[src/rtl/pipelined_addsub.sv]
// Pipelined ripple-chunk adder/subtractor: one CHUNK_W slice of the sum per stage,
// with operand skew and result de-skew kept internal so words enter and leave aligned.
module pipelined_addsub #(
  parameter int WIDTH   = 32,
  parameter int CHUNK_W = 8
) (
  input  logic             clk,
  input  logic             rst_n,
  input  logic             in_valid,
  output logic             in_ready,
  input  logic [WIDTH-1:0] a,
  input  logic [WIDTH-1:0] b,
  input  logic             ci,
  input  logic             sub,
  output logic             out_valid,
  input  logic             out_ready,
  output logic [WIDTH-1:0] sum,
  output logic             co,
  output logic             ovf
);

  localparam int NUM_CHUNKS = WIDTH / CHUNK_W;

  // A held result stalls every stage at once, so one enable covers the pipe.
  logic adv;
  assign adv      = !(out_valid && !out_ready);
  assign in_ready = adv;

  function automatic logic [CHUNK_W:0] chunk_add(input logic [CHUNK_W-1:0] x,
                                                 input logic [CHUNK_W-1:0] y,
                                                 input logic               c);
    return {1'b0, x} + {1'b0, y} + {{CHUNK_W{1'b0}}, c};
  endfunction

  // The carry into the MSB is recovered from the MSB sum bit and its operand bits.
  function automatic logic signed_ovf(input logic signed [0:0] x_msb,
                                      input logic signed [0:0] y_msb,
                                      input logic signed [0:0] s_msb,
                                      input logic              c_out);
    return (x_msb[0] ^ y_msb[0] ^ s_msb[0]) ^ c_out;
  endfunction

  for (genvar s = 0; s < NUM_CHUNKS; s++) begin : g_st
    localparam int DONE = s * CHUNK_W;
    localparam int LEFT = WIDTH - DONE;

    logic [LEFT-1:0]         opa;
    logic [LEFT-1:0]         opb;
    logic                    cin;
    logic                    vin;
    logic [CHUNK_W:0]        csum;
    logic [DONE+CHUNK_W-1:0] res_d;
    logic [DONE+CHUNK_W-1:0] res_p;
    logic                    car_p;
    logic                    vld_p;

    // Stage 0 boundary: operand conditioning at accept
    if (s == 0) begin : g_head
      assign opa   = a;
      assign opb   = sub ? ~b : b;
      assign cin   = sub ? ~ci : ci;
      assign vin   = in_valid;
      assign res_d = csum[CHUNK_W-1:0];
    end else begin : g_body
      assign opa   = g_st[s-1].g_skew.a_p;
      assign opb   = g_st[s-1].g_skew.b_p;
      assign cin   = g_st[s-1].car_p;
      assign vin   = g_st[s-1].vld_p;
      assign res_d = {csum[CHUNK_W-1:0], g_st[s-1].res_p};
    end

    assign csum = chunk_add(opa[CHUNK_W-1:0], opb[CHUNK_W-1:0], cin);

    always_ff @(posedge clk or negedge rst_n) begin
      if (!rst_n) begin
        vld_p <= 1'b0;
        car_p <= 1'b0;
        res_p <= '0;
      end else if (adv) begin
        vld_p <= vin;
        car_p <= csum[CHUNK_W];
        res_p <= res_d;
      end
    end

    // Upper, not-yet-resolved operand chunks ride along until their stage.
    if (s < NUM_CHUNKS - 1) begin : g_skew
      logic [LEFT-CHUNK_W-1:0] a_p;
      logic [LEFT-CHUNK_W-1:0] b_p;

      always_ff @(posedge clk or negedge rst_n) begin
        if (!rst_n) begin
          a_p <= '0;
          b_p <= '0;
        end else if (adv) begin
          a_p <= opa[LEFT-1:CHUNK_W];
          b_p <= opb[LEFT-1:CHUNK_W];
        end
      end
    end else begin : g_tail
      logic ovf_p;

      always_ff @(posedge clk or negedge rst_n) begin
        if (!rst_n) begin
          ovf_p <= 1'b0;
        end else if (adv) begin
          ovf_p <= signed_ovf(opa[CHUNK_W-1], opb[CHUNK_W-1],
                              csum[CHUNK_W-1], csum[CHUNK_W]);
        end
      end
    end
  end

  // Output boundary: last stage holds the full de-skewed word
  assign out_valid = g_st[NUM_CHUNKS-1].vld_p;
  assign sum       = g_st[NUM_CHUNKS-1].res_p;
  assign co        = g_st[NUM_CHUNKS-1].car_p;
  assign ovf       = g_st[NUM_CHUNKS-1].g_tail.ovf_p;

endmodule

[config.mk]
export PLATFORM = sky130hd
export DESIGN_NAME = pipelined_addsub
export DESIGN_NICKNAME = d
export VERILOG_FILES = /design/src/rtl/pipelined_addsub.sv
export SDC_FILE = /design/constraint.sdc
export NUM_CORES = 1
export LEC_CHECK = 0
export CORE_AREA = 2 2 158 160
export CTS_CLUSTER_SIZE = 20
export DETAILED_ROUTE_END_ITERATION = 10
export DIE_AREA = 0 0 160 162
export GPL_TIMING_DRIVEN = 1
export SKIP_LAST_GASP = 1
export SLEW_MARGIN = 20
export SYNTH_ARGS = -nofsm -noshare
export SYNTH_HDL_FRONTEND = slang
export SYNTH_SLANG_ARGS = --single-unit
[constraint.sdc]
create_clock -name clk -period 2.1 [get_ports clk]
set_clock_uncertainty 0.05 [all_clocks]
set_input_delay 0.42 -clock clk [delete_from_list [all_inputs] [get_ports clk]]
set_output_delay 0.42 -clock clk [all_outputs]
set_load 0.005 [all_outputs]
== After elaboration in Yosys (flattened, before gate mapping) ==
Cells that the tools add are included.
Widths: inputs -> output; s select.

* Reduce and logical (&&, ||, !) cells: 3
* Multiplexer cells: 2
* Add/subtract/negate cells: 8
* Bitwise logic cells: 5

{| class="wikitable"
|+ Operators with widths
! cell !! number
|-
| $add 8x8->9 || 4
|-
| $add 9x1->9 || 4
|-
| $mux 32 || 1
|-
| $not 32->32 || 1
|-
| $xor 1x1->1 || 3
|-
| $logic_not 1->1 || 2
|-
| $logic_and 1x1->1 || 1
|-
| $mux 1 || 1
|-
| $not 1->1 || 1
|}

* Register bits: 185
* Logic and storage cells: 37
* Output and inout bits: 36

== Logic depth before layout (Yosys ltp) ==
Gate-level depths: netlist of run 1.

* Word-level depth: 4
* Gate-level depth with buffers: 12
* Depth with buffers taken out: 10

== Worst setup path before layout of run 1 ==
Ideal clock, no wire load.

* Kind: input-to-reg
* Start: input sub
* End: register g_st[0].res_p[6]
* Buffers on the path: 2
* Slack: -0.396 ns
* Required time: 1.923 ns
* Data arrival time: 2.319 ns
* Library setup time: 0.127 ns
* Stages on the path: 12
* Path through: buf_2 buf_2 xor2_1 fa_1 inv_1 fa_1 nor2b_1 o21a_1 o21ai_2 nand2b_1 a211oi_1 o31ai_1

* Word-level cells in the longest chain between the ends: 3
* Elaborated cells between the ends (all ways): 4
* Classes of those cells: add/sub (2); mux (2)

{| class="wikitable"
|+ RTL lines
! what !! RTL line !! RTL
|-
| start, declared || 14 || <nowiki>input logic sub,</nowiki>
|-
| $mux 32 || 60 || <nowiki>assign opb = sub ? ~b : b;</nowiki>
|-
| $add 8x8->9 || 32 || <nowiki>return {1'b0, x} + {1'b0, y} + {{CHUNK_W{1'b0}}, c};</nowiki>
|-
| $add 9x1->9 (*) || 32 ||
|-
| end signal, assigned || 82 || <nowiki>res_p <= res_d;</nowiki>
|-
| end, declared || 53 || <nowiki>logic [DONE+CHUNK_W-1:0] res_p;</nowiki>
|}

Every way passes the cells marked *; elsewhere a longest branch is shown, timed or not.
A chain may end at the register's enable or synchronous reset.

== Worst setup path in the final report of run 1 ==
* Start: register g_st[1].g_skew.b_p[0]
* End: register g_st[2].car_p

* Word-level cells in the longest chain between the ends: 2

{| class="wikitable"
|+ RTL lines
! what !! RTL line !! RTL
|-
| start, declared || 89 || <nowiki>logic [LEFT-CHUNK_W-1:0] b_p;</nowiki>
|-
| start signal, assigned || 97 || <nowiki>b_p <= opb[LEFT-1:CHUNK_W];</nowiki>
|-
| $add 8x8->9 || 32 ||
|-
| $add 9x1->9 || 32 ||
|-
| end signal, assigned || 81 || <nowiki>car_p <= csum[CHUNK_W];</nowiki>
|-
| end, declared || 54 || <nowiki>logic car_p;</nowiki>
|}

No other way between the ends.

==> key figures, run 1 <==
Outcome
  – Status: finished, violations left
  – Violations in the final reports: negative setup slack

Min path
  – Worst Hold Class: input pin to flop

Global route
  – Initial antenna violation count: 0
  – Largest net degree at the start of global routing: 111
  – Total grt overflow: 0
  – Vias in the first global route: 6090
  – GRT Util Overall: 0.137
  – Global-route wire length before repair: 28900 um

Clock network
  – Clock Latency Late Sink: 420 ps
  – Worst-path clk slew: roughly 70 ps
  – Clock tree buffer depth: 2
  – CTS Sinks: 185
  – TritonCTS Buffers: 17
  – CTS Root Cell: clkbuf_16
  – CTS tree: built
  – H-tree Lvls: 4

Timing
  – Highest clock rate: about 0.44 GHz
  – Pin slew with the least headroom to its limit: 534 ps
  – Minimum clock period: 2280 ps
  – Final worst setup slack: -177 ps
  – Post-route clock period utilization: 1.08
  – Final Max Slew Viols: 0
  – Setup-failing EPs final: 7
  – Final hold viol count: 0
  – RSZ-0062 raised after global routing: yes
  – Rel. slew slack: 0.644

Floorplan
  – IO Pins: 106
  – Die Ht: 162 um
  – Placeable Area: 0.0241 sq mm
  – Core Rows: 57
  – Die Area: 0.0259 sq mm
  – Initial Utilization: 0.345
  – Die Span X: roughly 160 um

Placed design
  – Detailed Place HPWL: 11200 um
  – Placed cell area: approximately 0.010 sq mm
  – RePlAce Congestion: 0.772
  – Cell count after placement: around 1300
  – PortBufs: 105

Setup path
  – CP required: 2340 ps
  – Critical path launch point type: flop
  – Critical path class: flop to flop
  – Crit-path slowest cell: fa_2
  – CP Max Fanout: 3
  – Critical path cell sequence: fa_2, fa_2, a21o_1, a21oi_2, o21ai_1, and3b_2, o21ai_2, a31oi_1
  – R2R Setup Slk: -180 ps
  – Cell mode on critical path: fa_2
  – Top Family by Delay on Critical Path: adder cells
  – Worst path bufs/invs: 0
  – CP arrival: 2510 ps
  – Largest stage delay on the critical path: about 430 ps
  – Worst setup EP type: flop

Cells and area
  – Final core occ: 0.442
  – Antenna diode count: 0
  – Post-Layout Inst Area: ~0.011 sq mm
  – Post-layout nets: approximately 1100
  – Layout cells sized above 1: 0.106
  – Non-Filler Instances: roughly 1400
  – Layout area overhead: 28.1%

Route
  – DRC viols: 0
  – Vias: roughly 6000
  – Met1 WL: just under 8000 um
  – WL final: about 17000 um
  – DR vias/cell: 4.41
  – Drt wl/cell: 12.1 um
  – Routed wl met2: 7950 um
  – TritonRoute pass-1 iters: 4
  – Routed Antenna Nets: 0
  – Highest metal used: met4
  – Initial DRC Count: 252
  – Met3 Wirelength: around 510 um

Logic synthesis
  – Post-synth top area share: 0.557
  – Post-synth net total: roughly 1000
  – Synth Area per Inst: 9.13 sq um
  – Post-Synthesis Cells: between 900 and 1000
  – Sequential element share of the synthesized area: 0.557
  – Ys Warns: 0
  – Flops & latches, synth: 185
  – Synthesized cell area: 0.00832 sq mm
  – Area leader, netlist: dfrtp_1
  – Ys async rst share: 1.00
  – Top-count cell post-synth: nand2_1
  – Yosys cell types: 33
  – Area contributors post-synth: dfrtp_1 (56%), nand2_1 (19%), ha_1 (4.2%)
  – Top_reg_cell synth: dfrtp_1
  – EDFF count, synth: 0
  – Top cells by count, synth: nand2_1 (429), dfrtp_1 (185), xnor2_1 (37)

Run
  – Max-cap viol count: 0

Pwr
  – Flop pwr share: 0.399
  – Clk network pwr share: 0.195
  – Power per cell area: 1420 mW/mm^2
  – P_int: 9.75 mW
  – Worst-case vdd ir drop: 527 uV
  – Sw Ratio: 0.357
  – Leakage: roughly 5.1 nW
  – Combinational Power Share: 0.407
  – Psw: 5.41 mW
[worst register-to-register path: stages (launching register included)]
cell     delay [ps]
dfrtp_1         400
fa_2            430
fa_2            400
a21o_1          180
a21oi_2         180
o21ai_1          80
and3b_2         230
o21ai_2         100
a31oi_1          90
[cells by family (layout without fill, tap and decap cells)]
kind of cell,after synthesis,count (layout),share of synthesized area
xor+xnor,55,55,0.0579
flops,185,185,0.557
simple gates,477,477,0.221
fa+ha+maj,36,36,0.0614
buf+inv,58,190,0.0317
compound gates,100,100,0.0719
[area by class of cell]
type	instances	area [sq um]
clock buffers	18	439
clock inverters	13	97.6
fillers	2428	13500
inverters	14	55.1
multi-input cells	668	3550
flip-flops and latches	185	4630
well taps	324	405
repair buffers	145	1470
[state kept, by name (all words and copies together) (netlist names)]
signal	count
co	1
g_st.res_p	48
out_valid	1
g_st.vld_p	3
g_st.g_skew.b_p	48
g_st.g_skew.a_p	48
ovf	1
sum	32
g_st.car_p	3
[routing by layer]
metal  track usage  vias up
met3        0.0301       11
met2         0.231       81
met4        0.0356        0
met1         0.178     2831
met5             0        -
li1              -     3099
[placed cells by master (no fill, tap or decap), types with 4 or more instances in the layout]
master	n
inv_1	11
o21ai_1	15
a21o_1	7
a31oi_1	6
clkinvlp_4	4
clkinv_4	4
buf_12	9
clkbuf_16	17
nor3_1	6
buf_4	29
xnor2_1	36
xor2_1	15
a21oi_2	7
fa_2	8
nor2_1	29
o21bai_1	6
nand2_1	429
ha_1	28
clkdlybuf4s50_1	100
a21oi_1	16
dfrtp_1	185
o21ai_0	29
[power by group through the flow]
stage               Clock (mW)  Combinational, mW  Sequential, mW
CTS                       3.04               6.16            6.08
finish                    2.95               6.16            6.05
detailed placement           0               5.91            6.13
global placement             0               5.77            6.09
floorplan                    0               3.95            5.95
global route              3.19               7.10            6.29
[timing repair]
item	4_1_cts	5_1_grt
setup endpoints to repair	10	15
resized for setup	8	18
hold buffers	1	0
pin swaps	14	23
hold endpoints to repair	50	0
buffers inserted	6	3
[per-stage QoR]
| stage | hold WS [ps] | setup TNS (ps) | setup slack [ps] | total power [mW] |
|---|---|---|---|---|
| 3_5_place_dp | 398 | -3710 | -624 | 12.0 |
| 4_1_cts | 420 | -709 | -155 | 15.3 |
| 2_1_floorplan | 74.4 | -752 | -228 | 9.90 |
| 6_report | 400 | -596 | -177 | 15.2 |
| 5_1_grt | 397 | -1530 | -287 | 16.6 |
| 3_3_place_gp | 399 | -3370 | -580 | 11.9 |
[worst paths after layout]
kind | depth (start not counted) | start | end
max | 8 | g_st[1].g_skew.b_p[0] | g_st[2].car_p
min | 4 | a[0] | g_st[0].res_p[0]
max reg2reg | 8 | g_st[1].g_skew.b_p[0] | g_st[2].car_p
min reg2reg | 2 | sum[22] | sum[22]
max in group asynchronous | 3 | rst_n | g_st[2].res_p[12]
min in group asynchronous | 2 | rst_n | sum[28]
No activity file was read; power rests on OpenSTA's default activity.
==> inputs of run 2 (changes only) <==
--- a/config.mk
+++ b/config.mk
@@ -10,6 +10,7 @@
 export DETAILED_ROUTE_END_ITERATION = 10
 export DIE_AREA = 0 0 160 162
 export GPL_TIMING_DRIVEN = 1
+export RECOVER_POWER = 50
 export SKIP_LAST_GASP = 1
 export SLEW_MARGIN = 20
 export SYNTH_ARGS = -nofsm -noshare
==> run 2 against run 1 <==
The run still ends with negative setup slack left. Combinational power is 0.8% lower. Wire length is 0.37% lower. Die area stayed put. Clock-buffer cell count stayed put. Sequential cell count stayed put. Critical endpoint unchanged.
==> key figures, run 2 (synthesis gave the netlist of run 1 again) <==
Outcome
  – Status: finished, violations left (unchanged)
  – Violations in the final reports: negative setup slack (unchanged)

Global route
  – Initial antenna violation count: 0 (unchanged)
  – Layer with the highest usage: met2 (unchanged)
  – Total grt overflow: 0 (unchanged)
  – Largest net degree at the start of global routing: 111 (unchanged)
  – Met2 usage: 0.231 (unchanged)
  – Global Route met1 Usage: 0.178 (unchanged)
  – GRT Util Overall: 0.137 (unchanged)
  – Global-route wire length before repair: 28900 um (unchanged)
  – Met3 usage: 0.0301 (unchanged)
  – Vias in the first global route: 6090 (unchanged)

Clock network
  – H-tree Lvls: 4 (unchanged)
  – CTS Sinks: 185 (unchanged)
  – CTS tree: built (unchanged)
  – CTS Root Cell: clkbuf_16 (unchanged)
  – Clock Latency Late Sink: 420 ps (about the same)
  – Worst-path clk slew: 70 ps (about the same)
  – TritonCTS Buffers: 17 (unchanged)
  – Clock tree buffer depth: 2 (unchanged)

Route
  – Drt wl/cell: 12.1 um (about the same)
  – WL final: 16500 um (was 16600 um)
  – Routed Antenna Nets: 0 (unchanged)
  – DR vias/cell: 4.38 (was 4.41)
  – Initial DRC Count: 279 (was 252)
  – DRC viols: 0 (unchanged)
  – Vias: 5993 (was 6022)
  – TritonRoute pass-1 iters: 4 (unchanged)

Timing
  – Highest clock rate: 0.439 GHz (about the same)
  – Final Max Slew Viols: 0 (unchanged)
  – Setup-failing EPs final: 7 (unchanged)
  – Rel. slew slack: 0.328 (was 0.644)
  – Final worst setup slack: -177 ps (about the same)
  – Pin slew with the least headroom to its limit: 1010 ps (was 534 ps)
  – Minimum clock period: 2280 ps (about the same)
  – Post-route clock period utilization: 1.08 (about the same)
  – Setup TNS Final: -610 ps (was -596 ps)
  – Final hold viol count: 0 (unchanged)
  – Worst hold margin: 400 ps (about the same)
  – RSZ-0062 raised after global routing: yes (unchanged)

Cells and area
  – Commonest non-fill, non-tap cell in the layout: nand2_1 (unchanged)
  – Non-Filler Instances: 1367 (unchanged)
  – Final core occ: 0.438 (was 0.442)
  – Regs by FF count: g_st.g_skew.a_p: 48 flops, g_st.g_skew.b_p: 48 flops, g_st.res_p: 48 flops (unchanged)
  – Most frequent cells in the layout: nand2_1 (429), dfrtp_1 (185), clkdlybuf4s50_1 (100) (unchanged)
  – Layout area overhead: 27.0% (was 28.1%)
  – Antenna diode count: 0 (unchanged)
  – Layout cells sized above 1: 0.101 (was 0.106)
  – Post-layout nets: 1137 (unchanged)
  – Post-Layout Inst Area: 0.0106 sq mm (was 0.0107 sq mm)

Pwr
  – Power per cell area: 1430 mW/mm^2 (was 1420 mW/mm^2)
  – Total power: 15.1 mW (was 15.2 mW)
  – Leakage: 5.08 nW (was 5.13 nW)
  – Worst-case vdd ir drop: 526 uV (was 527 uV)

Floorplan
  – Initial Utilization: 0.345 (unchanged)
  – Die Span X: 160 um (unchanged)
  – Placeable Area: 0.0241 sq mm (unchanged)
  – Core Rows: 57 (unchanged)
  – Die Ht: 162 um (unchanged)
  – IO Pins: 106 (unchanged)
  – Die Area: 0.0259 sq mm (unchanged)

Placed design
  – Pre-CTS setup slack: -624 ps (unchanged)
  – Cell count after placement: 1327 (unchanged)
  – Placed cell area: 0.00995 sq mm (unchanged)
  – Detailed Place HPWL: 11200 um (unchanged)
  – PortBufs: 105 (unchanged)
  – RePlAce Congestion: 0.772 (unchanged)

Setup path
  – Worst setup EP type: flop (unchanged)
  – Worst path bufs/invs: 0 (unchanged)
  – CP Max Fanout: 3 (unchanged)
  – Cell mode on critical path: fa_2 (unchanged)
  – Crit-path slowest cell: fa_2 (unchanged)
  – Critical path class: flop to flop (unchanged)
  – Critical path launch point type: flop (unchanged)
  – Top Family by Delay on Critical Path: adder cells (unchanged)
  – CP arrival: 2510 ps (about the same)
  – Largest stage delay on the critical path: 430 ps (about the same)
  – FF-to-FF Start: g_st[1].g_skew.b_p[0] (unchanged)
  – CP required: 2340 ps (about the same)
  – CP startpoint: g_st[1].g_skew.b_p[0] (unchanged)
  – Critical path cell sequence: fa_2, fa_2, a21o_1, a21oi_2, o21ai_1, and3b_2, o21ai_2, a31oi_1 (unchanged)

Run
  – Max-cap viol count: 0 (unchanged)

Min path
  – HP Start: a[0] (unchanged)
  – Worst Hold Class: input pin to flop (unchanged)
run 2: cell count changes in the layout (fill, tap and decap cells not counted):
cell	delta
clkbuf_2	+2
clkbuf_8	-1
buf_12	-5
buf_6	+1
clkbuf_1	+6
buf_4	-7
clkbuf_4	+4
run 2: worst min-delay path: stages:
cell            delay [ps]
dlymetal6s2s_1         110
fa_2                   200
nand2_1                 50
nand2_1                 50
run 2: area by class of cell:
| type | instances | area (sq um) |
|---|---|---|
| inverters | 14 | 55.1 |
| clock inverters | 13 | 97.6 |
| well taps | 324 | 405 |
| clock buffers | 18 | 439 |
| multi-input cells | 668 | 3550 |
| flip-flops and latches | 185 | 4630 |
| fillers | 2444 | 13500 |
| repair buffers | 145 | 1380 |
run 2: repair_timing:
action | 4_1_cts | 5_1_grt
endpoints found under the hold margin | 50 | 0
pin swaps | 14 | 23
hold buffers | 1 | 0
setup endpoints to repair | 10 | 15
setup buffers | 6 | 3
resized for setup | 8 | 18
run 2: layer usage:
metal  wire (um)  vias to the layer above
met4         176                        0
met2        7950                       79
met1        7940                     2805
met3         459                       11
li1            -                     3098
met5           0                        -
run 2: worst paths after layout:
kind / endpoint / slack [ps] / depth (start not counted)
worst max-delay path: g_st[2].car_p / -180 / 8
worst min-delay path: g_st[0].res_p[0] / 400 / 4
worst max register to register: g_st[2].car_p / -180 / 8
worst min register to register: sum[22] / 410 / 2
max in group asynchronous: ovf / 290 / 3
min in group asynchronous: sum[28] / 620 / 2
run 2: report_power, final:
part | internal, mW | switching (mW) | total (mW)
clock network | 1.55 | 1.40 | 2.95
registers | 5.17 | 0.879 | 6.05
logic | 3.00 | 3.12 | 6.11
total | 9.71 | 5.40 | 15.1
==> inputs of run 3 (changes only) <==
--- a/config.mk
+++ b/config.mk
@@ -12,7 +12,6 @@
 export GPL_TIMING_DRIVEN = 1
 export RECOVER_POWER = 50
 export SKIP_LAST_GASP = 1
-export SLEW_MARGIN = 20
 export SYNTH_ARGS = -nofsm -noshare
 export SYNTH_HDL_FRONTEND = slang
 export SYNTH_SLANG_ARGS = --single-unit
==> results of run 3 <==
No change in the layout: final DEF, timing and power equal those of run 2.
